File: src/rtl/cpu_pkg.sv
// Shared CPU definitions used by the writeback arbiter and its result FIFO.
//   ADDRESS_WIDTH / DATA_WIDTH : register file address and data widths
//   wb_req_t                   : one writeback request {rd, wd}
//   wb_src_e                   : which source produced the current write
package cpu_pkg;

    localparam int ADDRESS_WIDTH = 5;
    localparam int DATA_WIDTH    = 32;

    typedef struct packed {
        logic [ADDRESS_WIDTH-1:0] rd;
        logic [DATA_WIDTH-1:0]    wd;
    } wb_req_t;

    typedef enum logic [1:0] {
        WB_NONE = 2'd0,
        WB_PIPE = 2'd1,
        WB_MD   = 2'd2
    } wb_src_e;

endpackage

File: src/rtl/wb_arbiter_if.sv
// Bus bundle between the writeback sources, the hazard unit, the register
// file write port and the writeback arbiter.
//   pipe_we/pipe_rd/pipe_wd        : single-cycle pipeline writeback
//   md_valid/md_ready/md_rd/md_wd  : mul/div result handshake
//   stall_req, pending_mask        : feedback to pipeline / hazard unit
//   WE3/AD3/WD3                    : register file write port
// Modports: slave = arbiter side, master = surrounding core side.
interface wb_arbiter_if #(
    parameter int ADDRESS_WIDTH = cpu_pkg::ADDRESS_WIDTH,
    parameter int DATA_WIDTH    = cpu_pkg::DATA_WIDTH
);
    logic                          pipe_we;
    logic [ADDRESS_WIDTH-1:0]      pipe_rd;
    logic [DATA_WIDTH-1:0]         pipe_wd;
    logic                          md_valid;
    logic                          md_ready;
    logic [ADDRESS_WIDTH-1:0]      md_rd;
    logic [DATA_WIDTH-1:0]         md_wd;
    logic                          stall_req;
    logic [2**ADDRESS_WIDTH-1:0]   pending_mask;
    logic                          WE3;
    logic [ADDRESS_WIDTH-1:0]      AD3;
    logic [DATA_WIDTH-1:0]         WD3;

    modport slave (
        input  pipe_we, pipe_rd, pipe_wd, md_valid, md_rd, md_wd,
        output md_ready, stall_req, pending_mask, WE3, AD3, WD3
    );

    modport master (
        output pipe_we, pipe_rd, pipe_wd, md_valid, md_rd, md_wd,
        input  md_ready, stall_req, pending_mask, WE3, AD3, WD3
    );
endinterface

File: src/rtl/wb_fifo.sv
// Synchronous FIFO of writeback requests for queued mul/div results.
//   clk, rst_n         : clock, asynchronous active-low reset
//   push, push_data    : enqueue (ignored when full)
//   pop, head          : dequeue / current head entry (ignored when empty)
//   full, empty, count : occupancy status
//   entry_vld/entry_rd : per-slot valid and destination taps
// DEPTH must be a power of two so pointers wrap by natural overflow.
module wb_fifo
    import cpu_pkg::*;
#(
    parameter int DEPTH = 2,
    localparam int PTR_W = $clog2(DEPTH),
    localparam int CNT_W = PTR_W + 1
) (
    input  logic                                   clk,
    input  logic                                   rst_n,
    input  logic                                   push,
    input  wb_req_t                                push_data,
    input  logic                                   pop,
    output wb_req_t                                head,
    output logic                                   full,
    output logic                                   empty,
    output logic [CNT_W-1:0]                       count,
    output logic [DEPTH-1:0]                       entry_vld,
    output logic [DEPTH-1:0][ADDRESS_WIDTH-1:0]    entry_rd
);
    wb_req_t           mem [DEPTH];
    logic [PTR_W-1:0]  wr_ptr;
    logic [PTR_W-1:0]  rd_ptr;
    logic [CNT_W-1:0]  cnt;
    logic [DEPTH-1:0]  vld;
    logic              do_push;
    logic              do_pop;

    assign full    = (cnt == CNT_W'(DEPTH));
    assign empty   = (cnt == '0);
    assign do_push = push && !full;
    assign do_pop  = pop && !empty;

    // Push and pop never address the same slot: that would need the FIFO
    // to be both empty (no pop) and full (no push) at once.
    always_ff @(posedge clk or negedge rst_n) begin
        if (!rst_n) begin
            wr_ptr <= '0;
            rd_ptr <= '0;
            cnt    <= '0;
            vld    <= '0;
        end else begin
            if (do_push) begin
                wr_ptr      <= wr_ptr + PTR_W'(1);
                vld[wr_ptr] <= 1'b1;
            end
            if (do_pop) begin
                rd_ptr      <= rd_ptr + PTR_W'(1);
                vld[rd_ptr] <= 1'b0;
            end
            if (do_push && !do_pop)
                cnt <= cnt + CNT_W'(1);
            else if (do_pop && !do_push)
                cnt <= cnt - CNT_W'(1);
        end
    end

    always_ff @(posedge clk) begin
        if (do_push)
            mem[wr_ptr] <= push_data;
    end

    assign head      = mem[rd_ptr];
    assign count     = cnt;
    assign entry_vld = vld;

    for (genvar i = 0; i < DEPTH; i++) begin : g_tap
        assign entry_rd[i] = mem[i].rd;
    end

endmodule

File: src/rtl/wb_arbiter.sv
// Writeback arbiter in front of the register file write port.
// Merges the non-stalling pipeline writeback with queued mul/div results,
// the pipeline having priority. A starvation counter raises stall_req so
// queued results can drain, and pending_mask tells the hazard unit which
// registers still have a mul/div write outstanding.
//   clk, rst_n : clock, asynchronous active-low reset
//   bus        : wb_arbiter_if.slave (pipeline, mul/div, hazard, WE3/AD3/WD3)
// Optional: define WB_STATS_EN to add stat_pipe_writes, stat_md_writes and
// stat_stall_cycles (32-bit wrapping event counters).
module wb_arbiter #(
    parameter int ADDRESS_WIDTH = cpu_pkg::ADDRESS_WIDTH,
    parameter int DATA_WIDTH    = cpu_pkg::DATA_WIDTH,
    parameter int FIFO_DEPTH    = 2,
    parameter int MAX_STARVE    = 4
) (
    input  logic              clk,
    input  logic              rst_n,
    wb_arbiter_if.slave       bus
`ifdef WB_STATS_EN
    ,
    output logic [31:0]       stat_pipe_writes,
    output logic [31:0]       stat_md_writes,
    output logic [31:0]       stat_stall_cycles
`endif
);
    import cpu_pkg::*;

    localparam int CNT_W    = $clog2(FIFO_DEPTH) + 1;
    localparam int STARVE_W = $clog2(MAX_STARVE + 1);

    logic                                     pipe_req;
    logic                                     md_ready_c;
    logic                                     push;
    logic                                     pop;
    logic                                     full;
    logic                                     empty;
    logic [CNT_W-1:0]                         count;
    wb_req_t                                  push_data;
    wb_req_t                                  head;
    wb_req_t                                  sel;
    wb_src_e                                  src;
    wb_src_e                                  src_q;
    logic [FIFO_DEPTH-1:0]                    entry_vld;
    logic [FIFO_DEPTH-1:0][ADDRESS_WIDTH-1:0] entry_rd;
    logic [STARVE_W-1:0]                      starve;
    logic [STARVE_W-1:0]                      starve_next;
    logic                                     stall_q;
    logic                                     we3_q;
    logic [ADDRESS_WIDTH-1:0]                 ad3_q;
    logic [DATA_WIDTH-1:0]                    wd3_q;
    logic [2**ADDRESS_WIDTH-1:0]              mask_c;

    // x0 writes are dropped at entry: a pipeline write to x0 is no request,
    // and a mul/div result for x0 completes its handshake without a push.
    assign pipe_req   = bus.pipe_we && (bus.pipe_rd != '0);
    assign md_ready_c = rst_n && !full;
    assign push       = bus.md_valid && md_ready_c && (bus.md_rd != '0);
    assign push_data  = '{rd: bus.md_rd, wd: bus.md_wd};

    wb_fifo #(.DEPTH(FIFO_DEPTH)) u_fifo (
        .clk       (clk),
        .rst_n     (rst_n),
        .push      (push),
        .push_data (push_data),
        .pop       (pop),
        .head      (head),
        .full      (full),
        .empty     (empty),
        .count     (count),
        .entry_vld (entry_vld),
        .entry_rd  (entry_rd)
    );

    always_comb begin
        src = WB_NONE;
        sel = '0;
        if (pipe_req) begin
            src    = WB_PIPE;
            sel.rd = bus.pipe_rd;
            sel.wd = bus.pipe_wd;
        end else if (!empty) begin
            src = WB_MD;
            sel = head;
        end
    end

    assign pop = (src == WB_MD);

    // With a non-empty FIFO either the head pops or the pipeline won, so
    // "no pop" here means a lost arbitration.
    always_comb begin
        starve_next = starve;
        if (empty || pop)
            starve_next = '0;
        else if (starve != STARVE_W'(MAX_STARVE))
            starve_next = starve + STARVE_W'(1);
    end

    always_ff @(posedge clk or negedge rst_n) begin
        if (!rst_n) begin
            we3_q   <= 1'b0;
            ad3_q   <= '0;
            wd3_q   <= '0;
            src_q   <= WB_NONE;
            starve  <= '0;
            stall_q <= 1'b0;
        end else begin
            we3_q   <= (src != WB_NONE);
            src_q   <= src;
            starve  <= starve_next;
            stall_q <= (starve_next == STARVE_W'(MAX_STARVE));
            if (src != WB_NONE) begin
                ad3_q <= sel.rd;
                wd3_q <= sel.wd;
            end
        end
    end

    // Built from registered state only: queued entries plus the mul/div
    // write currently on the register file port.
    always_comb begin
        mask_c = '0;
        for (int i = 0; i < FIFO_DEPTH; i++) begin
            if (entry_vld[i])
                mask_c[entry_rd[i]] = 1'b1;
        end
        if (we3_q && (src_q == WB_MD))
            mask_c[ad3_q] = 1'b1;
    end

    assign bus.md_ready     = md_ready_c;
    assign bus.stall_req    = stall_q;
    assign bus.pending_mask = mask_c;
    assign bus.WE3          = we3_q;
    assign bus.AD3          = ad3_q;
    assign bus.WD3          = wd3_q;

`ifdef WB_STATS_EN
    always_ff @(posedge clk or negedge rst_n) begin
        if (!rst_n) begin
            stat_pipe_writes  <= '0;
            stat_md_writes    <= '0;
            stat_stall_cycles <= '0;
        end else begin
            if (we3_q && (src_q == WB_PIPE))
                stat_pipe_writes <= stat_pipe_writes + 32'd1;
            if (we3_q && (src_q == WB_MD))
                stat_md_writes <= stat_md_writes + 32'd1;
            if (stall_q)
                stat_stall_cycles <= stat_stall_cycles + 32'd1;
        end
    end
`endif

    // The pipeline must honour stall_req; if it does not, it still wins.
    a_stall_honoured: assert property (@(posedge clk) disable iff (!rst_n)
        !(stall_q && pipe_req));

    a_full_consistent: assert property (@(posedge clk) disable iff (!rst_n)
        full == (count == CNT_W'(FIFO_DEPTH)));

endmodule

File: src/flat_wrapper.sv
// flat-port wrapper written by rule: the top's interface ports become plain ports
module wb_arbiter_flat import cpu_pkg::*;
#(
    parameter int ADDRESS_WIDTH = cpu_pkg::ADDRESS_WIDTH,
    parameter int DATA_WIDTH    = cpu_pkg::DATA_WIDTH,
    parameter int FIFO_DEPTH    = 2,
    parameter int MAX_STARVE    = 4
)
  (clk, rst_n, bus_pipe_we, bus_pipe_rd, bus_pipe_wd, bus_md_valid, bus_md_rd, bus_md_wd, bus_md_ready, bus_stall_req, bus_pending_mask, bus_WE3, bus_AD3, bus_WD3);
  wb_arbiter_if #(.ADDRESS_WIDTH(ADDRESS_WIDTH), .DATA_WIDTH(DATA_WIDTH)) bus_i ();
  input  logic clk;
  input  logic rst_n;
  input wire logic [$bits(bus_i.pipe_we)-1:0] bus_pipe_we;
  input wire logic [$bits(bus_i.pipe_rd)-1:0] bus_pipe_rd;
  input wire logic [$bits(bus_i.pipe_wd)-1:0] bus_pipe_wd;
  input wire logic [$bits(bus_i.md_valid)-1:0] bus_md_valid;
  input wire logic [$bits(bus_i.md_rd)-1:0] bus_md_rd;
  input wire logic [$bits(bus_i.md_wd)-1:0] bus_md_wd;
  output wire logic [$bits(bus_i.md_ready)-1:0] bus_md_ready;
  output wire logic [$bits(bus_i.stall_req)-1:0] bus_stall_req;
  output wire logic [$bits(bus_i.pending_mask)-1:0] bus_pending_mask;
  output wire logic [$bits(bus_i.WE3)-1:0] bus_WE3;
  output wire logic [$bits(bus_i.AD3)-1:0] bus_AD3;
  output wire logic [$bits(bus_i.WD3)-1:0] bus_WD3;
  assign bus_i.pipe_we = bus_pipe_we;
  assign bus_i.pipe_rd = bus_pipe_rd;
  assign bus_i.pipe_wd = bus_pipe_wd;
  assign bus_i.md_valid = bus_md_valid;
  assign bus_i.md_rd = bus_md_rd;
  assign bus_i.md_wd = bus_md_wd;
  assign bus_md_ready = bus_i.md_ready;
  assign bus_stall_req = bus_i.stall_req;
  assign bus_pending_mask = bus_i.pending_mask;
  assign bus_WE3 = bus_i.WE3;
  assign bus_AD3 = bus_i.AD3;
  assign bus_WD3 = bus_i.WD3;
  wb_arbiter #(.ADDRESS_WIDTH(ADDRESS_WIDTH), .DATA_WIDTH(DATA_WIDTH), .FIFO_DEPTH(FIFO_DEPTH), .MAX_STARVE(MAX_STARVE)) u_core (.clk(clk), .rst_n(rst_n), .bus(bus_i));
endmodule
File: config.mk
export PLATFORM = sky130hd
export DESIGN_NAME = wb_arbiter_flat
export DESIGN_NICKNAME = d
export VERILOG_FILES = /design/src/rtl/cpu_pkg.sv /design/src/rtl/wb_arbiter_if.sv /design/src/rtl/wb_fifo.sv /design/src/rtl/wb_arbiter.sv /design/src/flat_wrapper.sv
export SDC_FILE = /design/constraint.sdc
export NUM_CORES = 1
export LEC_CHECK = 0
export CORE_ASPECT_RATIO = 1.25
export CORE_MARGIN = 8
export CORE_UTILIZATION = 49
export CTS_CLUSTER_DIAMETER = 30
export DETAILED_ROUTE_END_ITERATION = 8
export PLACE_DENSITY = 0.81
export SLEW_MARGIN = 20
export SYNTH_ARGS = -nofsm -noshare
export SYNTH_HDL_FRONTEND = slang
export SYNTH_SLANG_ARGS = --single-unit
File: constraint.sdc
create_clock -name clk -period 5.79 [get_ports clk]
set_input_delay 0.8685 -clock clk [delete_from_list [all_inputs] [get_ports clk]]
set_output_delay 0.8685 -clock clk [all_outputs]
set_load 0.05 [all_outputs]
* Word level (Yosys, flattened, before mapping)
Memory sizes are Yosys's and may differ from the RTL's. Cells that the tools add are included.
Cells by class: add/subtract/negate cells 5, magnitude comparators 10, equal/unequal tests 5, mux-type cells 25, bitwise logic cells 5, reduce and logical (&&, ||, !) cells 24
Operators by type and width (count):
- 2-to-1 mux 32 bit | 3
- 2-to-1 mux 37 bit | 2
- OR 32 bit | 2
- < comparator 5 x 6 -> 1 bit, second input constant | 3
- demux 1 bit (select 5 bit) | 3
- greater-or-equal comparator 5 x 1 -> 1 bit, second input constant | 3
- logical AND 1 bit | 14
- 2-to-1 mux 2 bit | 6
- nonzero test 5 bit | 2
- 2-to-1 mux 1 bit | 7
- equality test 2 bit, second input constant | 3
- 2-to-1 mux 3 bit | 2
- zero test 1 bit | 4
- < comparator 1 x 2 -> 1 bit, second input constant | 2
- nonzero test 2 bit | 2
- adder 3 x 1 -> 3 bit, second input constant | 1
- equality test 3 bit, second input constant | 1
- != test 3 bit, second input constant | 1
- adder 1 bit, second input constant | 2
- adder 2 x 1 -> 2 bit, second input constant | 1
- AND 2 bit | 1
- demux 1 bit (select 1 bit) | 2
- greater-or-equal comparator 1 bit, second input constant | 2
- zero test 2 bit | 1
- 4 further kinds | 4
Word-level totals: bits in registers 50, memory bits (writable) 74, input port bits 78, word-level logic and storage cells 85, memories kept 1
Memories:
- u_core.u_fifo.mem | words 2, width 37, read ports 3, clocked after Yosys merged registers in 0, wr ports 1, RTL line wb_fifo.sv:27 | wb_req_t mem [DEPTH];

* Depth between registers and ports, before layout
Gate-level depths: netlist (run 1).
word-level depth 10, depth in mapped cells 9

* Cells and area by module
Synthesis (run 1) repeated with hierarchy kept, for this count alone.
Second synthesis, totals: cell total of the unflattened synthesis 419, area, all modules 5880.6 µm²
By module, submodules not included:
- wb_fifo | instances 1, cells an instance 148, area an instance 3009.1 µm², sequential area each 2372.3 µm²
- wb_arbiter | instances 1, cells an instance 271, area an instance 2871.5 µm², sequential area each 1101.1 µm²

* Worst setup path after synthesis (run 1)
Ideal clock, no wire load.
kind input-to-reg, start point input bus_md_rd[3], end point register u_core.u_fifo.vld[0], in the netlist u_core.u_fifo.entry_vld[0], data arrival time 5564 ps, data required time 5710 ps, setup slack 146 ps, stages 4, buffers on the path 0, path through or4_1 -> nor2_1 -> nor4b_1 -> o32a_1
Between the ends: cells in the longest elaborated chain, start to end 6
Ends and longest elaborated chain:
- from (decl) | RTL line flat_wrapper.sv:17 | input wire logic [$bits(bus_i.md_rd)-1:0] bus_md_rd;
- nonzero test 5 bit * | RTL line wb_arbiter.sv:57 | assign push = bus.md_valid && md_ready_c && (bus.md_rd != '0);
- logical AND 1 bit * | RTL line wb_arbiter.sv:57
- logical AND 1 bit * | RTL line wb_fifo.sv:37 | assign do_push = push && !full;
- 2-to-1 mux 2 bit * | RTL line wb_fifo.sv:49 | if (do_push) begin
- AND 2 bit (no source line)
- 2-to-1 mux 2 bit * | RTL line wb_fifo.sv:53 | if (do_pop) begin
- to (signal assigned) | RTL line wb_fifo.sv:47 | vld <= '0;
- to (signal, indexed assignment) | RTL line wb_fifo.sv:51 | vld[wr_ptr] <= 1'b1;
- to (signal, indexed assignment) | RTL line wb_fifo.sv:55 | vld[rd_ptr] <= 1'b0;
- to (decl) | RTL line wb_fifo.sv:31 | logic [DEPTH-1:0] vld;
Every way passes the cells marked *; elsewhere a longest branch is shown, timed or not. A chain may end at the register's enable or synchronous reset.

==> results of run 1 <==
-- registers in the layout (all words and copies together), names as in the netlist, 2 cells and up --
name / flops
u_core.starve: 3
u_core.u_fifo.entry_vld: 2
u_core.src_q: 2
u_core.u_fifo.mem: 74
u_core.bus.WD3: 32
u_core.bus.AD3: 5
u_core.u_fifo.count: 2
-- Yosys cell counts (all sizes together) --
master	instances
or4	2
mux2i	37
nor2	53
nor3	4
nor2b	1
or3	2
nand3b	8
o21ai	56
a2bb2oi	1
nand2	61
o32a	1
nor3b	9
edfxtp	74
a22oi	16
dfrtp	50
nand3	3
inv	7
o21a	1
nor4	1
and3	4
a21oi	39
xnor2	2
and3b	4
clkbuf	23
ha	3
buf	12
xor2	3
or2	1
nand4	1
o221ai	16
or3b	3
nand2b	1
nor4b	1
-- metrics by stage --
step | power, uW | hold WS (ns) | utilization | cells | area (um2)
3_5_place_dp | 2610 | 0.516 | 0.630 | 757 | 7180
2_1_floorplan | 2170 | 0.464 | - | 500 | 5640
5_1_grt | 3780 | 0.547 | 0.681 | 789 | 7760
4_1_cts | 3630 | 0.523 | 0.681 | 789 | 7760
3_3_place_gp | 2580 | 0.500 | 0.630 | 757 | 7180
6_report | 3620 | 0.523 | 0.681 | 789 | 7760
-- cells by family after synthesis --
group / synth area share
and+or+nand+nor: 0.133
adders and majority gates: 0.00666
buffers and inverters: 0.0351
muxes: 0.0657
AOI/OAI and AO/OA: 0.135
DFF: 0.616
xor gates and xnor gates: 0.00777
-- where the power goes --
part,switching (uW),internal [uW],total [uW]
clock,361,650,1010
combinational,810,465,1280
sequential,204,1130,1330
-- metal layers --
| metal | vias up | global-route usage |
|---|---|---|
| met1 | 2183 | 0.224 |
| met4 | 0 | 0.104 |
| met5 | - | 0 |
| met3 | 42 | 0.0711 |
| li1 | 2103 | - |
| met2 | 251 | 0.360 |
-- worst max-delay path, stage by stage, from the launching register on --
cell and delay [ns]:
edfxtp_1 0.42, nor3b_1 0.83, a22oi_1 0.16, o21ai_0 0.14, clkdlybuf4s50_1 0.84
-- layout make-up --
class	count	area (um2)	area share
clock buffer	20	457	0.0588
timing repair buffer	154	1520	0.196
clock inverter	12	121	0.0156
inverter	7	26.3	0.00338
multi-input combinational	334	1990	0.256
tap	138	173	0.0222
sequential	124	3480	0.448
-- how the worst max path moves through the flow --
stage | cells past startpoint | slack (ns) | start | end
after floorplan | 4 | 0.15 | bus_md_rd[3] | u_core.u_fifo.entry_vld[0]
after global placement | 9 | 2.55 | bus_pipe_rd[1] | u_core.u_fifo.count[1]
after detailed placement | 8 | 2.50 | bus_pipe_rd[1] | u_core.u_fifo.count[1]
after CTS | 4 | 2.14 | u_core.u_fifo.mem[1][32] | bus_pending_mask[0]
after global routing | 4 | 1.96 | u_core.u_fifo.mem[1][32] | bus_pending_mask[4]
final | 4 | 2.13 | u_core.u_fifo.mem[1][32] | bus_pending_mask[0]
==> impl_results.md, run 1 <==
* Status: finished clean
* Setup crit start kind: register
* Fin nets at a little over 700
* Required time of the critical path at between 4 and 5 ns
* Clock Sinks at ~120
* Die H at between 100 and 150 um
* PD cells at 466 nW/um2
* Worst hold path stage count at 1
* Std-Cell Rows at 44
* First-pass GRT wire length at 24900 um
* Commonest non-fill, non-tap cells in the layout: clkdlybuf4s50_1, edfxtp_1, nand2_1, o21ai_0, nor2_1
* Synth warn at 0
* Sequential fraction of the synthesis area at 0.616
* Final min period at between 3 and 4 ns
* Routed length on met3 at 1250 um
* Slew Limit Fails at 0
* Yosys cell types at 36
* Total gr overflow at 0
* PostCTS Resize Cnt at 0
* Antenna Cells at 0
* Largest net degree at the start of global routing at around 50
* LEAKAGE at around 0.0029 uW
* GRT Total Usage at 0.208
* Crit path DAT at about 2.8 ns
* Antenna viol nets, final at 0
* CP max FO at 8
* CTS buffer count at 17
* Initial Utilization at 0.495
* Residual DRC count at 0
* Vias post-DR at about 4600
* Slew margin rel. at 0.344
* Post-Route WL at between 15000 and 20000 um
* Layout fillers at around 820
* R2r setup slk at ~3.7 ns
* Post-place setup slack at around 2.5 ns
* F_max at 0.273 GHz
* Layout cells sized above 1 at 0.0676
* Final hold vios at 0
* Most common cell after layout, fill and taps aside: clkdlybuf4s50_1
* Actual slew at the worst max-slew pin at roughly 1 ns
* Maxcap violations at 0
* Skew final at approximately 0.0058 ns
* Vias per cell at 5.80
* CTS tree: done
* Initial DRC Count at about 280
* Hold Path End: u_core.u_fifo.wr_ptr
* Top Layer Used: met4
* Core ar. at approximately 11000 um2
* Final TNS setup at 0 ns
* Chip width at around 110 um
* Final worst path period share at 0.632
* Cells after synthesis at 500
* Seq cells post-synth at around 120
* Worst Hold Class: reg -> reg
* Final WS setup at between 2 and 2.5 ns
* Setup repair bufs after CTS at 0
* Die ar. at around 15000 um2
* Mean post-synth cell area at 11.3 um2
* R2R depth at 5
* Met2 wire len at roughly 8000 um
* Setup violators final at 0
* Port bufs at approximately 150
* Wire per inst at 19.7 um
* Area share of the largest cell type after synthesis at 0.394
* Mapped Nets at 581
* Hold_buf cts at 0
* Clock root buffer: clkbuf_16
* Reg clk slew, reported paths at around 0.050 ns
* RR Startpoint: u_core.u_fifo.count[0]
* H-Tree Level Count at 4
* Reg2reg end: u_core.bus.WD3[20]
* Hold Startpoint: u_core.u_fifo.wr_ptr
* Crit. End Element: output pin
* Initial antenna violation count at 0
* RSZ-0062 raised after global routing: false
* GP Congestion at 0.950
* DRT Pass-1 Iters at 5
* Vias in the first global route at roughly 4900
* Clk buf depth at 2
* Ports at 150
* Later-pin clock latency in the skew report at approximately 0.4 ns
* WS Path Type: reg -> out
* Hpwl dp at about 11000 um
* Post-synth top area cell: edfxtp_1
* Synthesized area at around 5600 um2
* Wl on met1 at roughly 6000 um
* Ranking of synthesized cells by area: edfxtp_1, dfrtp_1, mux2i_1, o21ai_0, nand2_1
* Synth-to-Final Area Change at 37.7%
* Worst vdd ir at between 0.0003 and 0.0004 V
No activity file was read; power rests on OpenSTA's default activity.
==> inputs of run 2 (changes only) <==
==> constraint.sdc (replaced) <==
create_clock -name clk -period 3.8 [get_ports clk]
set_input_delay 0.57 -clock clk [delete_from_list [all_inputs] [get_ports clk]]
set_output_delay 0.57 -clock clk [all_outputs]
set_load 0.05 [all_outputs]
==> impl_results.md, run 2 (synthesis results as in run 1) <==
* Top delay family on crit path: buffers and inverters
* Hpwl dp at 11100 um (+1.5%)
* Layout cells sized above 1 at 0.0690 (+0.00143)
* GRT Total Usage at 0.202 (-0.00560)
* Crit path DAT at 2.66 ns (-0.13 ns)
* Die ar. at 15200 um2 (unchanged)
* Final min period at between 3 and 4 ns
* Final TNS setup at 0 ns (unchanged)
* Required time of the critical path at 3.23 ns (-1.69 ns)
* Clk buf depth at 2 (unchanged)
* Slowest-stage cell, CP: clkdlybuf4s50_1
* Top reg by flops: u_core.u_fifo.mem
* Worst vdd ir at 0.000505 V (+55%)
* Vias in the first global route at 4731 (-3.1%)
* PostCTS Resize Cnt at 0 (unchanged)
* Most common cell after layout, fill and taps aside: clkdlybuf4s50_1
* Sequential Power Share at 0.364 (-0.004)
* Slowest stage delay, CP at 0.85 ns (about the same)
* Status: finished clean
* Power, Total at 5540 uW (+53%)
* Max reg flops at 74 (unchanged)
* Final Non-Filler Cells at 790 (+0.13%)
* Slew margin rel. at 0.430 (+0.0856)
* WS Path Type: reg -> out
* Clock root buffer: clkbuf_16
* Psw at 2080 uW (+51%)
* Layout fillers at 833 (+1.1%)
* Multi-input gate area at 2000 um2 (+0.76%)
* Logic pwr share at 0.352 (about the same)
* CP Cell Sequence: nor3b_1 > a22oi_1 > o21ai_0 > clkdlybuf4s50_1
* Std-Cell Rows at 44 (unchanged)
* LEAKAGE at 0.00294 uW (+0.52%)
* PD cells at 711 nW/um2 (+53%)
* GP Congestion at 0.940 (-1.1%)
* Area occupied by registers at 3480 um2 (unchanged)
* Ports at 150 (unchanged)
* Met2 Resource Use GR at 0.361 (+0.00169)
* Wire per inst at 19.1 um (-3.2%)
* Cell Count Post-Placement at 758 (+0.13%)
* Met1 usage at 0.198 (-0.0257)
* Reg clk slew, reported paths at 0.05 ns (about the same)
* Worst Hold Class: in -> async
* F_max at between 0.3 and 0.4 GHz
* Antenna Cells at 0 (unchanged)
* Antenna viol nets, final at 0 (unchanged)
* Largest net degree at the start of global routing at 63 (+24%)
* CTS tree: done
* Clock power share at 0.284 (+0.005)
* Internal power at 3460 uW (+54%)
* Slew Limit Fails at 0 (unchanged)
* Fin nets at 720 (+0.14%)
* CP max FO at 9 (+1)
* Core ar. at 11400 um2 (unchanged)
* RSZ-0062 raised after global routing: false
* Total gr overflow at 0 (unchanged)
* Hold_buf cts at 0 (unchanged)
* First-pass GRT wire length at 24100 um (-3.2%)
* Chip width at 112 um (unchanged)
* Commonest non-fill, non-tap cells in the layout: clkdlybuf4s50_1, edfxtp_1, nand2_1, o21ai_0, nor2_1
* Maxcap violations at 0 (unchanged)
* Synth-to-Final Area Change at 38.3%
* Hold slack at 0.330 ns (-0.193 ns)
* Busiest grt layer: met2
* Actual slew at the worst max-slew pin at 0.846 ns (-0.135 ns)
* Vias per cell at 5.69 (-2.0%)
* Post-Route WL at 15100 um (-3.1%)
* Setup violators final at 0 (unchanged)
* Clock Sinks at 124 (unchanged)
* H-Tree Level Count at 4 (unchanged)
* Residual DRC count at 0 (unchanged)
* Initial DRC Count at 256 (-7.6%)
* Die H at 136 um (unchanged)
* CTS buffer count at 17 (unchanged)
* Vias post-DR at 4495 (-1.8%)
* Skew final at 0.00684 ns (+0.00106 ns)
* Setup repair bufs after CTS at 0 (unchanged)
* Final worst path period share at 0.850
* Initial antenna violation count at 0 (unchanged)
* Crit. End Element: output pin
* Setup crit start kind: register
* DRT Pass-1 Iters at 4 (-1)
* CP Buf/Inv Count at 1 (unchanged)
* Later-pin clock latency in the skew report at 0.41 ns (about the same)
* Switching Share at 0.376 (-0.00450)
* Met3 Use GR at 0.0724 (+0.00133)
* Initial Utilization at 0.495 (unchanged)
* Port bufs at 149 (unchanged)
* Final hold vios at 0 (unchanged)
==> run 2: layout make-up <==
cell class / instances / share of cell area
inverters: 7 / 0.00337
clock buffers: 21 / 0.0565
repair buffers: 155 / 0.196
clock inverters: 11 / 0.0188
well taps: 138 / 0.0222
flip-flops and latches: 124 / 0.446
multi-input cells: 334 / 0.257
==> run 2: metrics by stage <==
stage / area (um2) / setup slack (ns) / utilization
after floorplan: 5650 / 0.408 / -
after global placement: 7210 / 1.06 / 0.632
after detailed placement: 7210 / 1.02 / 0.632
after CTS: 7790 / 0.577 / 0.684
after global routing: 7790 / 0.444 / 0.684
final: 7790 / 0.570 / 0.684
==> run 2: metal layers <==
layer | part of all wire | wire length, um
met1 | 0.36 | 5490
met2 | 0.53 | 7950
met3 | 0.074 | 1110
met4 | 0.034 | 505
met5 | 0 | 0
==> run 2: power by group through the flow <==
stage,clock network (uW),registers (uW),logic (uW)
after floorplan,0,2310,991
after global placement,0,2020,1930
after detailed placement,0,2040,1970
after CTS,1600,2010,1980
after global routing,1650,2060,2100
final,1570,2020,1950
==> run 2: path summary, 6_finish.rpt <==
kind,start,end,slack [ns],depth (start not counted)
max reg2reg,u_core.u_fifo.count[1],u_core.u_fifo.mem[0][29],1.61,4
min reg2reg,u_core.u_fifo.wr_ptr,u_core.u_fifo.wr_ptr,0.56,1
min,rst_n,u_core.bus.WD3[31],0.33,2
max in group asynchronous,rst_n,u_core.u_fifo.rd_ptr,2.97,2
min in group clk,u_core.u_fifo.wr_ptr,u_core.u_fifo.wr_ptr,0.56,1
max,u_core.u_fifo.mem[0][33],bus_pending_mask[0],0.57,4
